==> src/rtl/fwd_pkg.sv <==
// rtl/fwd_pkg.sv - stage indices, result-stage codes and select-width helper for the forwarding unit
package fwd_pkg;

   localparam int STG_ID  = 0;
   localparam int STG_EX  = 1;
   localparam int STG_MEM = 2;
   localparam int STG_WB  = 3;

   localparam int RES_PC  = 1;
   localparam int RES_ALU = 2;
   localparam int RES_DM  = 3;

   function automatic int sel_w(input int num_stg);
      return $clog2(num_stg + 1);
   endfunction

endpackage

==> src/rtl/fwd_pick.sv <==
// rtl/fwd_pick.sv - youngest-match forward select and late-result flag over the shadow pipeline
module fwd_pick #(
   parameter int NUM_STG = 3,
   parameter int RA_W    = 5,
   parameter int SEL_W   = 2,
   parameter int MIN_STG = 1
) (
   input  logic [NUM_STG-1:0]            vld_i,
   input  logic [NUM_STG-1:0][RA_W-1:0]  wa_i,
   input  logic [NUM_STG-1:0][SEL_W-1:0] res_stg_i,
   input  logic [RA_W-1:0]               ra_i,
   input  logic [SEL_W-1:0]              use_i,
   output logic [SEL_W-1:0]              sel_o,
   output logic                          late_o
);

   logic unused_lo;
   assign unused_lo = ^{vld_i, wa_i, res_stg_i};

   // Walk oldest to youngest so the youngest matching writer overwrites older ones.
   always_comb begin
      sel_o  = '0;
      late_o = 1'b0;
      for (int k = NUM_STG; k >= MIN_STG; k--) begin
         if (vld_i[k-1] && (wa_i[k-1] == ra_i) && (ra_i != '0)) begin
            sel_o  = (int'(res_stg_i[k-1]) <= k) ? SEL_W'(k) : '0;
            late_o = int'(res_stg_i[k-1]) > (k + int'(use_i));
         end
      end
   end

endmodule

==> src/rtl/fwd_scoreboard_pipe.sv <==
// rtl/fwd_scoreboard_pipe.sv - shadow writer pipeline driving forward selects, hazard stall and mult/div busy
module fwd_scoreboard_pipe
   import fwd_pkg::*;
#(
   parameter int NUM_STG = 3,
   parameter int RA_W    = 5,
   parameter int MUL_LAT = 5,
   parameter int DIV_LAT = 10,
   parameter int SEL_W   = sel_w(NUM_STG)
) (
   input  logic             clk_i,
   input  logic             reset_i,
   input  logic             flush_i,
   input  logic             id_valid_i,
   input  logic [RA_W-1:0]  id_rs_i,
   input  logic [RA_W-1:0]  id_rt_i,
   input  logic [SEL_W-1:0] id_rs_use_i,
   input  logic [SEL_W-1:0] id_rt_use_i,
   input  logic [RA_W-1:0]  id_wa_i,
   input  logic [SEL_W-1:0] id_res_stg_i,
   input  logic             id_md_start_i,
   input  logic             id_md_div_i,
   input  logic             id_md_use_i,
   output logic             stall_o,
   output logic [SEL_W-1:0] id_rs_sel_o,
   output logic [SEL_W-1:0] id_rt_sel_o,
   output logic [SEL_W-1:0] ex_rs_sel_o,
   output logic [SEL_W-1:0] ex_rt_sel_o,
   output logic [SEL_W-1:0] mem_rt_sel_o,
   output logic             md_busy_o
);

   localparam int MAX_LAT = (MUL_LAT > DIV_LAT) ? MUL_LAT : DIV_LAT;
   localparam int CNT_W   = $clog2(MAX_LAT + 1);

   typedef struct packed {
      logic             vld;
      logic [RA_W-1:0]  wa;
      logic [SEL_W-1:0] res_stg;
      logic [RA_W-1:0]  rs;
      logic [RA_W-1:0]  rt;
   } entry_t;

   // Array index k-1 holds entry k (entry 1 = EX input register).
   entry_t ent_q [NUM_STG];
   entry_t ent_d [NUM_STG];
   logic [CNT_W-1:0] cnt_q, cnt_d;

   logic [NUM_STG-1:0]            vld_v;
   logic [NUM_STG-1:0][RA_W-1:0]  wa_v;
   logic [NUM_STG-1:0][SEL_W-1:0] res_v;
   logic haz_rs, haz_rt, issue;
   logic ex_rs_late, ex_rt_late, mem_rt_late, unused_late;

   always_comb begin
      for (int k = 0; k < NUM_STG; k++) begin
         vld_v[k] = ent_q[k].vld;
         wa_v[k]  = ent_q[k].wa;
         res_v[k] = ent_q[k].res_stg;
      end
   end

   fwd_pick #(.NUM_STG(NUM_STG), .RA_W(RA_W), .SEL_W(SEL_W), .MIN_STG(STG_EX)) u_pick_id_rs (
      .vld_i(vld_v), .wa_i(wa_v), .res_stg_i(res_v), .ra_i(id_rs_i), .use_i(id_rs_use_i),
      .sel_o(id_rs_sel_o), .late_o(haz_rs));

   fwd_pick #(.NUM_STG(NUM_STG), .RA_W(RA_W), .SEL_W(SEL_W), .MIN_STG(STG_EX)) u_pick_id_rt (
      .vld_i(vld_v), .wa_i(wa_v), .res_stg_i(res_v), .ra_i(id_rt_i), .use_i(id_rt_use_i),
      .sel_o(id_rt_sel_o), .late_o(haz_rt));

   fwd_pick #(.NUM_STG(NUM_STG), .RA_W(RA_W), .SEL_W(SEL_W), .MIN_STG(STG_MEM)) u_pick_ex_rs (
      .vld_i(vld_v), .wa_i(wa_v), .res_stg_i(res_v), .ra_i(ent_q[0].rs), .use_i('0),
      .sel_o(ex_rs_sel_o), .late_o(ex_rs_late));

   fwd_pick #(.NUM_STG(NUM_STG), .RA_W(RA_W), .SEL_W(SEL_W), .MIN_STG(STG_MEM)) u_pick_ex_rt (
      .vld_i(vld_v), .wa_i(wa_v), .res_stg_i(res_v), .ra_i(ent_q[0].rt), .use_i('0),
      .sel_o(ex_rt_sel_o), .late_o(ex_rt_late));

   fwd_pick #(.NUM_STG(NUM_STG), .RA_W(RA_W), .SEL_W(SEL_W), .MIN_STG(STG_WB)) u_pick_mem_rt (
      .vld_i(vld_v), .wa_i(wa_v), .res_stg_i(res_v), .ra_i(ent_q[1].rt), .use_i('0),
      .sel_o(mem_rt_sel_o), .late_o(mem_rt_late));

   // Consumers past ID never see a late result: the ID stall already held them back.
   assign unused_late = ex_rs_late ^ ex_rt_late ^ mem_rt_late;
   assign md_busy_o   = (cnt_q != '0);

   always_comb begin
      stall_o = id_valid_i & (haz_rs | haz_rt | (id_md_use_i & md_busy_o));
      issue   = id_valid_i & ~stall_o & ~flush_i;
      ent_d[0] = '0;
      if (issue) begin
         ent_d[0].vld     = 1'b1;
         ent_d[0].wa      = id_wa_i;
         ent_d[0].res_stg = id_res_stg_i;
         ent_d[0].rs      = id_rs_i;
         ent_d[0].rt      = id_rt_i;
      end
      for (int k = 1; k < NUM_STG; k++) begin
         ent_d[k] = flush_i ? '0 : ent_q[k-1];
      end
      // Flush leaves the counter alone: an issued mult/div still completes.
      cnt_d = cnt_q;
      if (issue && id_md_start_i) begin
         cnt_d = id_md_div_i ? CNT_W'(DIV_LAT) : CNT_W'(MUL_LAT);
      end else if (cnt_q != '0) begin
         cnt_d = cnt_q - CNT_W'(1);
      end
   end

   always_ff @(posedge clk_i) begin
      if (reset_i) begin
         for (int k = 0; k < NUM_STG; k++) begin
            ent_q[k] <= '0;
         end
         cnt_q <= '0;
      end else begin
         ent_q <= ent_d;
         cnt_q <= cnt_d;
      end
   end

endmodule

==> config.mk <==
export PLATFORM = sky130hd
export DESIGN_NAME = fwd_scoreboard_pipe
export DESIGN_NICKNAME = d
export VERILOG_FILES = /design/src/rtl/fwd_pkg.sv /design/src/rtl/fwd_pick.sv /design/src/rtl/fwd_scoreboard_pipe.sv
export SDC_FILE = /design/constraint.sdc
export NUM_CORES = 1
export LEC_CHECK = 0
export CAP_MARGIN = 0
export CELL_PAD_IN_SITES_DETAIL_PLACEMENT = 0
export CELL_PAD_IN_SITES_GLOBAL_PLACEMENT = 2
export CORE_ASPECT_RATIO = 0.5
export CORE_MARGIN = 2
export CORE_UTILIZATION = 36
export DETAILED_ROUTE_END_ITERATION = 8
export PLACE_DENSITY_LB_ADDON = 0.1
export SLEW_MARGIN = 5
export SYNTH_ARGS = -nofsm -noshare
export SYNTH_HDL_FRONTEND = slang
export SYNTH_SLANG_ARGS = --single-unit
==> constraint.sdc <==
create_clock -name clk_i -period 3.36 [get_ports clk_i]
set_input_delay 0.504 -clock clk_i [delete_from_list [all_inputs] [get_ports clk_i]]
set_output_delay 0.504 -clock clk_i [all_outputs]
set_load 0.01 [all_outputs]
==> impl_summary.log <==
INFO  metric outcome = finished, final reports clean
INFO  metric clockRootBuffer = sky130_fd_sc_hd__clkbuf_16
INFO  metric share_clk_of_total_power = 36.7%
INFO  metric power.switching_fraction = 26.9%
INFO  metric timing.critical_path.slowest_cell_delay = 0.57 ns
INFO  metric drive_gt1_share = 18.6%
INFO  metric clock_tree_from_tritoncts = built
INFO  metric drcViolationCount = 0
INFO  metric grt_first_pass_wirelength = 10.8 mm
INFO  metric yosysWarningCount = 0
INFO  metric dp_hpwl = 5.00 mm
INFO  metric synth_area_leader_cell = sky130_fd_sc_hd__dfxtp_1
INFO  metric clock_sinks = 43
INFO  metric vdd_drop_max = 0.317 mV
INFO  metric global_route_usage_over_all_layers = 17.1%
INFO  metric post_synthesis_simple_gate_area_fraction = 22.0%
INFO  metric layout.filler_cells = 657
INFO  metric finalHoldWorstSlack = 0.516 ns
INFO  metric synth_compound_gate_area_share = 9.83%
INFO  metric placed_cells_incl_taps = 436
INFO  metric timing.max_cap.violations = 0
INFO  metric setup_violations = 0
INFO  metric worst_setup_path_start_kind = primary input
INFO  metric post_synth.cell_area_avg = 9.28 µm²
INFO  metric synthesis.area = 0.00264 mm²
INFO  metric final_max_slew_viol_count = 0
INFO  metric worstPathCellList = clkdlybuf4s50_1, or4_4, o211ai_1, o211ai_1, mux2i_1, clkdlybuf4s50_1
INFO  metric synthFlopType = sky130_fd_sc_hd__dfxtp_1
INFO  metric wire_per_inst = 14.2 µm
INFO  metric synth_fa_ha_area_share = 9.50%
INFO  metric totalNegativeSetupSlack = 0 ns
INFO  metric synth_top_cell_area_share = 32.7%
INFO  metric buffer_ports.inserted = 39
INFO  metric first_global_vias = 2,177
INFO  metric design_power_total = 1.50 mW
INFO  metric n_antenna_cell = 0
INFO  metric worst-endpoint-required = 2.86 ns
INFO  metric ys_top_cells_by_area = sky130_fd_sc_hd__dfxtp_1 (33%), sky130_fd_sc_hd__xnor2_1 (14%), sky130_fd_sc_hd__ha_1 (9.5%), sky130_fd_sc_hd__and2_1 (7.1%), sky130_fd_sc_hd__xor2_1 (5.0%)
INFO  metric design.core.area = 0.00688 mm²
INFO  metric timing.setup.critical_path_class = primary input to output pin
INFO  metric main_combinational_cell_family_by_area_after_synthesis = simple AND/OR/NAND/NOR gates
INFO  metric drt-pass1-iter-count = 4
INFO  metric post_synth_edffs = 0
INFO  metric core_occupancy_in_the_finished_layout = 51.3%
INFO  metric netlist-cell-type-count = 39
INFO  metric areaGrowthSynthToFinish = 34.1%
INFO  metric critical_path.endpoint_type = output pin
INFO  metric syn_nets = 332
INFO  metric overall_die_area = 0.00806 mm²
INFO  metric clk_transition_reported_paths = 0.06 ns
INFO  metric die_x = 125 µm
INFO  metric num_rows = 21
INFO  metric areal_power_density_over_the_cells = 425 mW/mm²
INFO  metric initial_core_util = 38.3%
INFO  metric critical_path_peak_fanout = 3
INFO  metric fin_cells = 446
INFO  metric clock_insertion_delay_worst_skew = 0.28 ns
INFO  metric ant_nets = 0
INFO  metric max_freq = 306 MHz
INFO  metric avgViaCountPerCell = 4.81
INFO  metric synth_xor_area_share = 18.6%
INFO  metric num_io_pins = 40
INFO  metric unrepaired_setup_endpoints_after_global_routing = false
INFO  metric crit_path_top_delay_cell = sky130_fd_sc_hd__clkdlybuf4s50_1
INFO  metric die_height = 64.5 µm
INFO  metric clock_tree.buffer_depth = 2
INFO  metric static_leakage = 1.49 nW
INFO  metric grt_start_max_net_pins = 20
INFO  metric synth.yosys.seq_area_share = 32.7%
INFO  metric grt-ovfl-total = 0
INFO  metric finClkSkew = 0.00665 ns
INFO  metric cts_hold_buffers = 0
INFO  metric post_synthesis_sequential_element_count = 43
INFO  metric routed_wl = 6.36 mm
INFO  metric share_seq_of_total_power = 38.2%
INFO  metric initial_antenna_violation_count = 0
INFO  metric synth_cells = 284
INFO  metric total_clock_buffers_created_by_cts = 5
INFO  metric routabilityCongestion = 0.811
INFO  metric final-hold-violation-count = 0
INFO  metric worst_pin_slew = 0.423 ns
INFO  metric comb_power_share = 25.2%
INFO  metric nets = 401
INFO  metric hold_class = flop to flop
INFO  metric routed-via-count = 2,145
INFO  metric worst-endpoint-arrival = 2.76 ns
INFO  metric power.switching = 404 µW
INFO  metric htree_levels = 2
INFO  metric proportion_of_synthesized_area_in_mux_cells = 1.52%
INFO  metric synth-async-reset-ratio = 0%
INFO  metric post_layout_min_period = 3.26 ns
INFO  metric drt-initial-drc-count = 89
INFO  metric period_share = 97.1%
INFO  metric maxSlewHeadroom = 71.5%
INFO  metric cell_internal_pwr = 1.10 mW
==> registers in the layout, indices dropped and copies added (netlist names) <==
signal	cells
ent_q	39
cnt_q	4
==> per-layer routing <==
layer	part of all wire [%]	vias up	GRT usage, %
li1	-	1098	-
met1	52	995	24.2
met2	42	43	26.4
met3	4.4	9	3.47
met4	1.2	0	5.14
met5	0	-	0
==> power groups by stage <==
stage	registers, mW	logic [mW]	clock network, mW
2_1_floorplan	0.574	0.235	0
4_1_cts	0.573	0.379	0.561
3_3_place_gp	0.584	0.367	0
6_report	0.573	0.378	0.550
5_1_grt	0.578	0.418	0.585
3_5_place_dp	0.584	0.378	0
==> cells by family (layout without fill, tap and decap cells) <==
family,after synthesis,count (layout)
xor gates and xnor gates,56,56
buffers and inverters,34,104
muxes,4,4
adders and majority gates,20,20
DFF,43,43
AOI/OAI and AO/OA,30,30
and+or+nand+nor,97,97
==> cell usage after synthesis (all sizes together), types with 7 or more instances <==
library cell and number:
nor4 8, inv 16, clkbuf 13, nor3 7, and2 36, nor2 11, nand2 10, o211ai 8
xnor2 41, nand4 9, ha 20, xor2 15, dfxtp 43
==> cell usage in the layout (no fill, tap or decap), drive strengths merged, types with 2 or more instances in the layout <==
master	n
nor2	11
clkinv	2
or4	4
buf	41
a21o	3
xnor2	41
xor2	15
o21ai	2
and2	36
clkdlybuf4s50	38
nand4	9
clkbuf	6
inv	16
mux2i	4
nor4	8
nor3	7
and3	2
ha	20
nor2b	4
o221ai	3
o31ai	2
or3	3
dfxtp	43
nand2	10
o211a	2
a21oi	5
o211ai	8
==> worst max-delay path, delay by kind of cell <==
kind                   cells  cell delay (ns)
buffers and inverters      2             1.02
AND/OR/NAND/NOR            1             0.56
AO/OA/AOI/OAI              2             0.44
multiplexers               1             0.23
==> metrics by stage <==
step,setup slack (ns),instance area [µm²]
floorplan,0.911,2640
global placement,-0.177,3340
detailed placement,-0.200,3340
CTS,0.0443,3510
global route,0.0112,3530
finish,0.0971,3530
==> cell type report <==
type                       instances  area, µm²  area share [%]
multi-input combinational        207       1640            46.3
tap                               92        115            3.26
clock buffer                       5        125            3.54
sequential                        43        861            24.4
inverter                          16       60.1            1.70
clock inverter                     3       43.8            1.24
timing repair buffer              80        693            19.6
==> final timing paths <==
check | from | endpoint | slack (ns) | cells after the start
worst max-delay path | id_rs_i[0] | id_rs_sel_o[0] | 0.1 | 6
worst max register to register | ent_q[30] | ent_q[49] | 0.87 | 10
worst min register to register | ent_q[49] | ent_q[31] | 0.52 | 1
worst min-delay path | ent_q[49] | ent_q[31] | 0.52 | 1
==> timing repair <==
item                       in CTS  in global routing
setup buffers                   0                  2
cloned                          0                  0
hold endpoints to repair        0                  0
setup endpoints to repair       1                  2
resized for setup               1                  5
pin swaps                       0                  4
Note: power is estimated with default switching activity, not from simulation.
